### src/rtl/spike_filter_bank.sv
`default_nettype none
// ============================================================================
// Module      : spike_filter_bank
// Description : Bank of Nfilts exponential-decay filters fed by tag/count
//               events. Each filter picks one of Nkern increment/decay
//               kernels. An update_pulse sweeps the active filters, emits each
//               (idx, state) on a valid/ack channel and writes back the
//               decayed state.
//               Optional build macro SPIKE_FILTER_SKIP_ZERO_EN: zero-valued
//               filters are skipped (not emitted) during a sweep.
// Revision    : 1.0 - initial release
// ============================================================================
module spike_filter_bank #(
    parameter int Nfilts = 16,
    parameter int Nstate = 27,
    parameter int Nct    = 10,
    parameter int Nkern  = 4,
    parameter int IdxW   = $clog2(Nfilts),
    parameter int KW     = (Nkern > 1) ? $clog2(Nkern) : 1
) (
    input  logic                     clk,
    input  logic                     reset,
    input  logic                     update_pulse,
    input  logic                     in_v,
    output logic                     in_a,
    input  logic [IdxW-1:0]          in_tag,
    input  logic [Nct-1:0]           in_ct,
    output logic                     out_v,
    input  logic                     out_a,
    output logic [IdxW-1:0]          out_idx,
    output logic [Nstate-1:0]        out_state,
    input  logic [IdxW:0]            filts_used,
    input  logic [Nkern*Nstate-1:0]  increment_constant,
    input  logic [Nkern*Nstate-1:0]  decay_constant,
    input  logic [Nfilts*KW-1:0]     kernel_sel,
    output logic                     sweeping,
    output logic [15:0]              dropped_events,
    output logic [15:0]              missed_updates
);

    localparam logic [1:0] IDLE       = 2'd0;
    localparam logic [1:0] SWEEP_RD   = 2'd1;
    localparam logic [1:0] SWEEP_EMIT = 2'd2;

    localparam int SumW = Nct + Nstate + 1;
    localparam logic [Nstate-1:0] STATE_MAX = '1;

    logic [Nstate-1:0]   filt_state [Nfilts];
    logic [1:0]          fsm;
    logic [IdxW:0]       sweep_idx;
    logic                pending;

    logic                start_sweep;
    logic                accept;
    logic                tag_active;
    logic                idx_active;
    logic [IdxW-1:0]     cur;
    logic [KW-1:0]       acc_k;
    logic [KW-1:0]       dec_k;
    logic [Nstate-1:0]   inc_sel;
    logic [Nstate-1:0]   dc_sel;
    logic [Nstate-1:0]   acc_cur;
    logic [Nct+Nstate-1:0] acc_prod;
    logic [SumW-1:0]     acc_sum;
    logic [Nstate-1:0]   acc_next;
    logic [2*Nstate-1:0] decay_prod;
    logic [Nstate-1:0]   decay_next;

    assign cur      = sweep_idx[IdxW-1:0];
    assign sweeping = (fsm == SWEEP_RD) || (fsm == SWEEP_EMIT);

    // A sweep request (fresh or deferred) wins over an input event in IDLE.
    assign start_sweep = (fsm == IDLE) && (pending || update_pulse);
    assign accept      = (fsm == IDLE) && !pending && !update_pulse && in_v && !reset;
    assign in_a        = accept;

    assign tag_active = ({1'b0, in_tag} < filts_used) && (int'(in_tag) < Nfilts);
    assign idx_active = (sweep_idx < filts_used) && (int'(sweep_idx) < Nfilts);

    // Accumulate path: saturating state + count * increment.
    assign acc_k    = kernel_sel[int'(in_tag)*KW +: KW];
    assign inc_sel  = increment_constant[int'(acc_k)*Nstate +: Nstate];
    assign acc_cur  = filt_state[in_tag];
    assign acc_prod = {{Nstate{1'b0}}, in_ct} * {{Nct{1'b0}}, inc_sel};
    assign acc_sum  = {1'b0, acc_prod} + {{(Nct+1){1'b0}}, acc_cur};
    assign acc_next = (acc_sum > {{(Nct+1){1'b0}}, STATE_MAX}) ? STATE_MAX
                                                               : acc_sum[Nstate-1:0];

    // Decay path: Q0.Nstate multiply, truncated.
    assign dec_k      = kernel_sel[int'(cur)*KW +: KW];
    assign dc_sel     = decay_constant[int'(dec_k)*Nstate +: Nstate];
    assign decay_prod = {{Nstate{1'b0}}, filt_state[cur]} * {{Nstate{1'b0}}, dc_sel};
    assign decay_next = decay_prod[2*Nstate-1:Nstate];

    // Filter state storage: accumulate in IDLE, decay write-back on output ack.
    always_ff @(posedge clk) begin
        if (reset) begin
            for (int k = 0; k < Nfilts; k++) filt_state[k] <= '0;
        end else if (accept && tag_active) begin
            filt_state[in_tag] <= acc_next;
        end else if ((fsm == SWEEP_EMIT) && out_a) begin
            filt_state[cur] <= decay_next;
        end
    end

    // Sweep sequencer and output channel registers.
    always_ff @(posedge clk) begin
        if (reset) begin
            fsm       <= IDLE;
            sweep_idx <= '0;
            out_v     <= 1'b0;
            out_idx   <= '0;
            out_state <= '0;
        end else begin
            case (fsm)
                IDLE: begin
                    if (start_sweep) begin
                        fsm       <= SWEEP_RD;
                        sweep_idx <= '0;
                    end
                end
                SWEEP_RD: begin
                    if (!idx_active) begin
                        fsm <= IDLE;
`ifdef SPIKE_FILTER_SKIP_ZERO_EN
                    end else if (filt_state[cur] == '0) begin
                        // Zero filter: nothing to emit and decay leaves it 0.
                        sweep_idx <= sweep_idx + 1'b1;
`endif
                    end else begin
                        out_idx   <= cur;
                        out_state <= filt_state[cur];
                        out_v     <= 1'b1;
                        fsm       <= SWEEP_EMIT;
                    end
                end
                SWEEP_EMIT: begin
                    if (out_a) begin
                        out_v     <= 1'b0;
                        sweep_idx <= sweep_idx + 1'b1;
                        fsm       <= SWEEP_RD;
                    end
                end
                default: fsm <= IDLE;
            endcase
        end
    end

    // Deferred sweep request: one pulse during a sweep is remembered.
    always_ff @(posedge clk) begin
        if (reset) begin
            pending <= 1'b0;
        end else if (start_sweep) begin
            pending <= 1'b0;
        end else if (sweeping && update_pulse) begin
            pending <= 1'b1;
        end
    end

    // Saturating diagnostic counters for dropped events and lost pulses.
    always_ff @(posedge clk) begin
        if (reset) begin
            dropped_events <= '0;
            missed_updates <= '0;
        end else begin
            if (accept && !tag_active && (dropped_events != 16'hFFFF))
                dropped_events <= dropped_events + 16'd1;
            if (sweeping && update_pulse && pending && (missed_updates != 16'hFFFF))
                missed_updates <= missed_updates + 16'd1;
        end
    end

endmodule
`default_nettype wire

### config.mk
export PLATFORM = sky130hd
export DESIGN_NAME = spike_filter_bank
export DESIGN_NICKNAME = d
export VERILOG_FILES = /design/src/rtl/spike_filter_bank.sv
export SDC_FILE = /design/constraint.sdc
export NUM_CORES = 2
export LEC_CHECK = 0
export BUFFER_PORTS_ARGS = -buffer_cell sky130_fd_sc_hd__buf_4
export CAP_MARGIN = 25
export CORE_AREA = 10 10 376 378
export CTS_CLUSTER_SIZE = 40
export DETAILED_ROUTE_END_ITERATION = 12
export DIE_AREA = 0 0 386 388
export PLACE_DENSITY = 0.62
export SETUP_SLACK_MARGIN = 0.3
export SYNTH_ARGS = -nofsm -noshare
export SYNTH_HDL_FRONTEND = slang
export SYNTH_SLANG_ARGS = --single-unit
export TNS_END_PERCENT = 10
### constraint.sdc
create_clock -name clk -period 11.1 [get_ports clk]
set_input_delay 0.555 -clock clk [delete_from_list [all_inputs] [get_ports clk]]
set_output_delay 0.555 -clock clk [all_outputs]
set_load 0.005 [all_outputs]
Word-level counts from Yosys, hierarchy flattened
Memories as Yosys holds them, arrays and structs flattened. A register that Yosys moved wholly into a read port is not among the register bits.
Cells that the tools add are included.
Widths: inputs -> output; s select.
{"block": "totals", "inputBits": 272, "out_inout_bits": 66, "register_bits": 72, "mem_count": 1, "ram_bits": 432}
{"memory": "filt_state", "depth": 16, "width": 27, "read_ports": 2, "rd_ports_with_merged_regs": 1, "write_ports": 16, "line": "48", "text": "logic [Nstate-1:0] filt_state [Nfilts];"}
{"block": "classes", "n_mux": 28, "reduce_logical": 29, "eq_ne": 7, "magnitude_cmp": 4, "n_mul": 4, "n_shift": 4, "n_addsub": 4}
{"cell": "$shiftx 108x8->27", "count": 2}
{"cell": "$mux 27", "count": 3}
{"cell": "$shiftx 32x6->2", "count": 2}
{"cell": "$mul 27x27->54", "count": 1}
{"cell": "$reduce_or 27->1", "count": 2}
{"cell": "$add 37x27->38", "count": 1}
{"cell": "$gt 38x27->1 const B", "count": 1}
{"cell": "$mul 10x27->37", "count": 1}
{"cell": "$add 16x1->16 const B", "count": 2}
{"cell": "$ne 16x16->1 const B", "count": 2}
{"cell": "$mux 4", "count": 4}
{"cell": "$mul 2x5->7 const B", "count": 2}
{"cell": "$logic_and 1x1->1", "count": 13}
{"cell": "$mux 1", "count": 13}
{"cell": "$mux 5", "count": 2}
{"cell": "$pmux 5 s2", "count": 1}
{"cell": "$mux 2", "count": 3}
{"cell": "$ne 2x2->1 const B", "count": 3}
{"cell": "$pmux 2 s3", "count": 1}
{"cell": "$reduce_and 3->1", "count": 2}
{"cell": "$add 5x1->5 const B", "count": 1}
{"cell": "$lt 4x5->1", "count": 1}
{"cell": "$lt 5x5->1", "count": 1}
{"cell": "$lt 5x5->1 const B", "count": 1}
{"cell": "other kinds (9)", "count": 15}

Logic depth before layout (Yosys ltp)
{"block": "logic_depth", "ltp_word": 12, "ltp_mapped": 35, "depth_no_buf": 30}

Worst setup path before layout
OpenSTA, ideal clock, no wires.
{"block": "synth_timing", "kind": "register -> register", "startpoint": "register sweep_idx[1]", "endpoint": "memory filt_state[10][23] (data pin)", "t_arrival_ns": 9.288, "path_buffers": 6, "path_slack_ns": 1.544, "period_less_slack_ns": 9.556, "setup_time_ns": 0.268, "stages_incl_launch_ff": 35, "t_required_ns": 10.832, "path_cell_list": "dfxtp_1 > buf_2 > mux4_2 > mux4_2 > buf_2 > clkbuf_1 > buf_1 > mux2i_1 > a21oi_1 > clkbuf_1 > nand2_1 > fa_1 > inv_1 > fa_1 > fa_1 > inv_1 > fa_1 > inv_1 > fa_1 > inv_1 > fa_1 > inv_1 > fa_1 > ha_1 > nand4_1 > nor4_1 > nand4_1 > o221ai_1 > a21oi_1 > o21ai_0 > o21ai_0 > nand2_1 > mux2i_1 > clkbuf_1 > nor3_1"}
{"element": "from (decl)", "line": "50", "text": "logic [IdxW:0] sweep_idx;"}
{"element": "from (signal assigned)", "line": "140", "text": "sweep_idx <= sweep_idx + 1'b1;"}
{"element": "to (decl)", "line": "48"}

==> out/qor.yml <==
logic_synthesis:
  postSynthCellCount: 5775
  synth_nets: 7176
  synth_commonest_cells: "inv_1, nand2_1, fa_1, nor2_1, edfxtp_1"
  synth_flop_cell: "edfxtp_1"
  ys_seq_elements: 508
  synth_area_per_cell_sq_um: 10.3
  synth_top_area_share_pct: 28.4
  synth-edff-count: 432
  ys_warn_count: 0
  yosys.area.top_type: "fa_1"
  syn_area_sq_um: 59700
  ys_types: 76
  synth_most_common_cell: "inv_1"
  yosysSeqAreaShare_pct: 24.3
  async_flop_share_pct: 0
  ys_top_cells_by_area: "fa_1, edfxtp_1, mux4_2"
floorplanning:
  start_util_pct: 44.8
  dieArea_sq_um: 150000
  die_w_um: 386
  fp.coreArea_sq_um: 133000
  die_h_um: 388
  rows: 134
  ios: 338
cells_and_area:
  drive_above_1_share_pct: 16.0
  syn_to_final_growth_pct: 11.3
  utilization_pct: 49.9
  layout.nets: 7376
timing:
  worst_pin_slew_ps: 1030
  min_period_over_period_pct: 93.5
  finalHoldViolations: 0
  skew_ps: 83.6
  setup_tns_ps: 0
  slew_violations: 0
  finalSetupViolCount: 0
  slew-limit-headroom_pct: 31.3
  period_needed_ps: 10380
  rsz0062_at_grt: "true"
  fmax_ghz: 0.0963
job:
  cap_violations: 0
worst_setup_path:
  critPathArrivalTime_ps: 10800
  end_kind: "flop"
  crit_type: "reg -> reg"
  crit_required_ps: 11520
  rr_endpoint: "filt_state[7][16]"
  startpoint_type: "flop"
  cp_top_family: "adder cells"
  critPathBufInv: 8
  cp_max_fo: 53
  reg2reg_depth: 32
  reg2reg_slack_ps: 720
  critPathMostFrequentCell: "fa_1"
  r2r_start: "sweep_idx[1]"
  slowest_delay_ps: 850
  crit_slowest_cell: "mux4_4"
drt:
  num_vias: 44300
  firstDrtPassIters: 6
  ant_nets: 0
  drc: 0
  drt_iter0_drc: 4157
  avgViaCountPerCell: 5.69
  wl_per_cell_um: 24.3
  wirelength_um: 189000
placed_design:
  port_buffers: 337
  hpwl_um: 141000
  gp_congestion: 0.905
global_routing:
  track_usage_pct: 25.3
  grt_pass1_vias: 47000
  grt_remaining_overflow: 0
  antenna_found_initial: 7
  grt_pass1_wl_um: 290000
  grt_max_degree: 114
cts:
  htree_levels: 2
  cts_max_path_buffers: 3
  cts_tree: "yes"
  clkTransAtPathRegs_ps: 70
  cts_buffers: 55
  ctsHoldBuffers: 0
  worstSkewPairLatency_ps: 690
  cts-root-buf: "clkbuf_16"
  clkSinkCount: 508
min_path:
  whs_path_depth: 2
  hold_end: "missed_updates[13]"
  hold_start: "reset"
  hold_class: "in -> reg"
outcome:
  outcome: "completed"
-- through the flow --
step	setup slack (ps)	area [sq um]	std cells	hold WS, ps
5_1_grt	211	66500	7791	158
3_5_place_dp	637	64600	7684	483
6_report	718	66500	7791	170
2_1_floorplan	1540	59700	5775	479
4_1_cts	671	66500	7787	222
3_3_place_gp	772	64500	7678	471
-- worst reg2reg max path, delay by kind of cell, from the launching register on --
| kind | cells | cell delay (ps) |
|---|---|---|
| flip-flops | 1 | 650 |
| multiplexers | 2 | 1440 |
| XOR/XNOR | 1 | 120 |
| buffers and inverters | 8 | 1230 |
| AND/OR/NAND/NOR | 10 | 1970 |
| adder cells (fa/ha/maj) | 8 | 3910 |
| AO/OA/AOI/OAI | 3 | 840 |
-- how the worst max path moves through the flow --
stage / from / endpoint / slack [ps] / depth (start not counted)
after global routing: sweep_idx[1] / filt_state[4][18] / 210 / 31
after global placement: sweep_idx[1] / filt_state[10][16] / 770 / 32
after detailed placement: sweep_idx[1] / filt_state[14][25] / 640 / 30
final: sweep_idx[1] / filt_state[7][16] / 720 / 32
after CTS: sweep_idx[1] / filt_state[7][25] / 670 / 32
after floorplan: sweep_idx[1] / filt_state[10][23] / 1540 / 34
-- cell type report --
cell class / count / area [sq um]
Multi-Input combinational cell: 3956 / 40400
Antenna cell: 2 / 5.00
Timing Repair Buffer: 485 / 3820
Tap cell: 1768 / 2210
Fill cell: 12100 / 66800
Inverter: 969 / 3640
Sequential cell: 508 / 14500
Clock inverter: 44 / 478
Clock buffer: 59 / 1400
-- flip-flops by register name (all words and copies together), names as in the netlist, named ones only --
register,count
missed_updates,16
out_state,27
out_v,1
fsm,2
out_idx,4
pending,1
sweep_idx,5
filt_state,432
dropped_events,16
-- kinds of logic after synthesis --
group,after synthesis,synth area share [%]
XOR/XNOR,76,1.11
multiplexers,386,13.1
adder cells (fa/ha/maj),1129,34.3
flip-flops,508,24.3
buffers and inverters,1311,8.32
AO/OA/AOI/OAI,435,4.71
AND/OR/NAND/NOR,1930,14.2
-- layout by cell type, fill, tap and decap left out, drive strengths merged, types with 8 or more instances in the layout --
cell,n
inv,974
nand2,854
fa,849
nor2,563
buf,484
edfxtp,432
mux4,315
ha,280
and2,197
a21oi,146
dfxtp,76
o21ai,74
and3,72
mux2i,67
clkbuf,60
nor3,57
a211oi,44
a21o,42
nand3,42
xnor2,40
xor2,36
nor2b,33
nand4,33
nand2b,30
clkinv,26
o21bai,23
o22ai,21
o211ai,15
o21a,14
or3,14
a211o,8
a31oi,8
-- timing repair --
| action | CTS | global route |
|---|---|---|
| resized for setup | 0 | 3 |
| setup endpoints to repair | 0 | 88 |
| setup buffers | 0 | 1 |
-- per-layer routing --
layer / global-route usage, % / wire length (um)
met1: 33.2 / 73300
met2: 41.2 / 90600
met3: 4.78 / 17000
met4: 10.0 / 8170
met5: 0 / 54
Power is not shown: default switching activity piles up to over one toggle a cycle in this logic, so the estimate is an artifact.
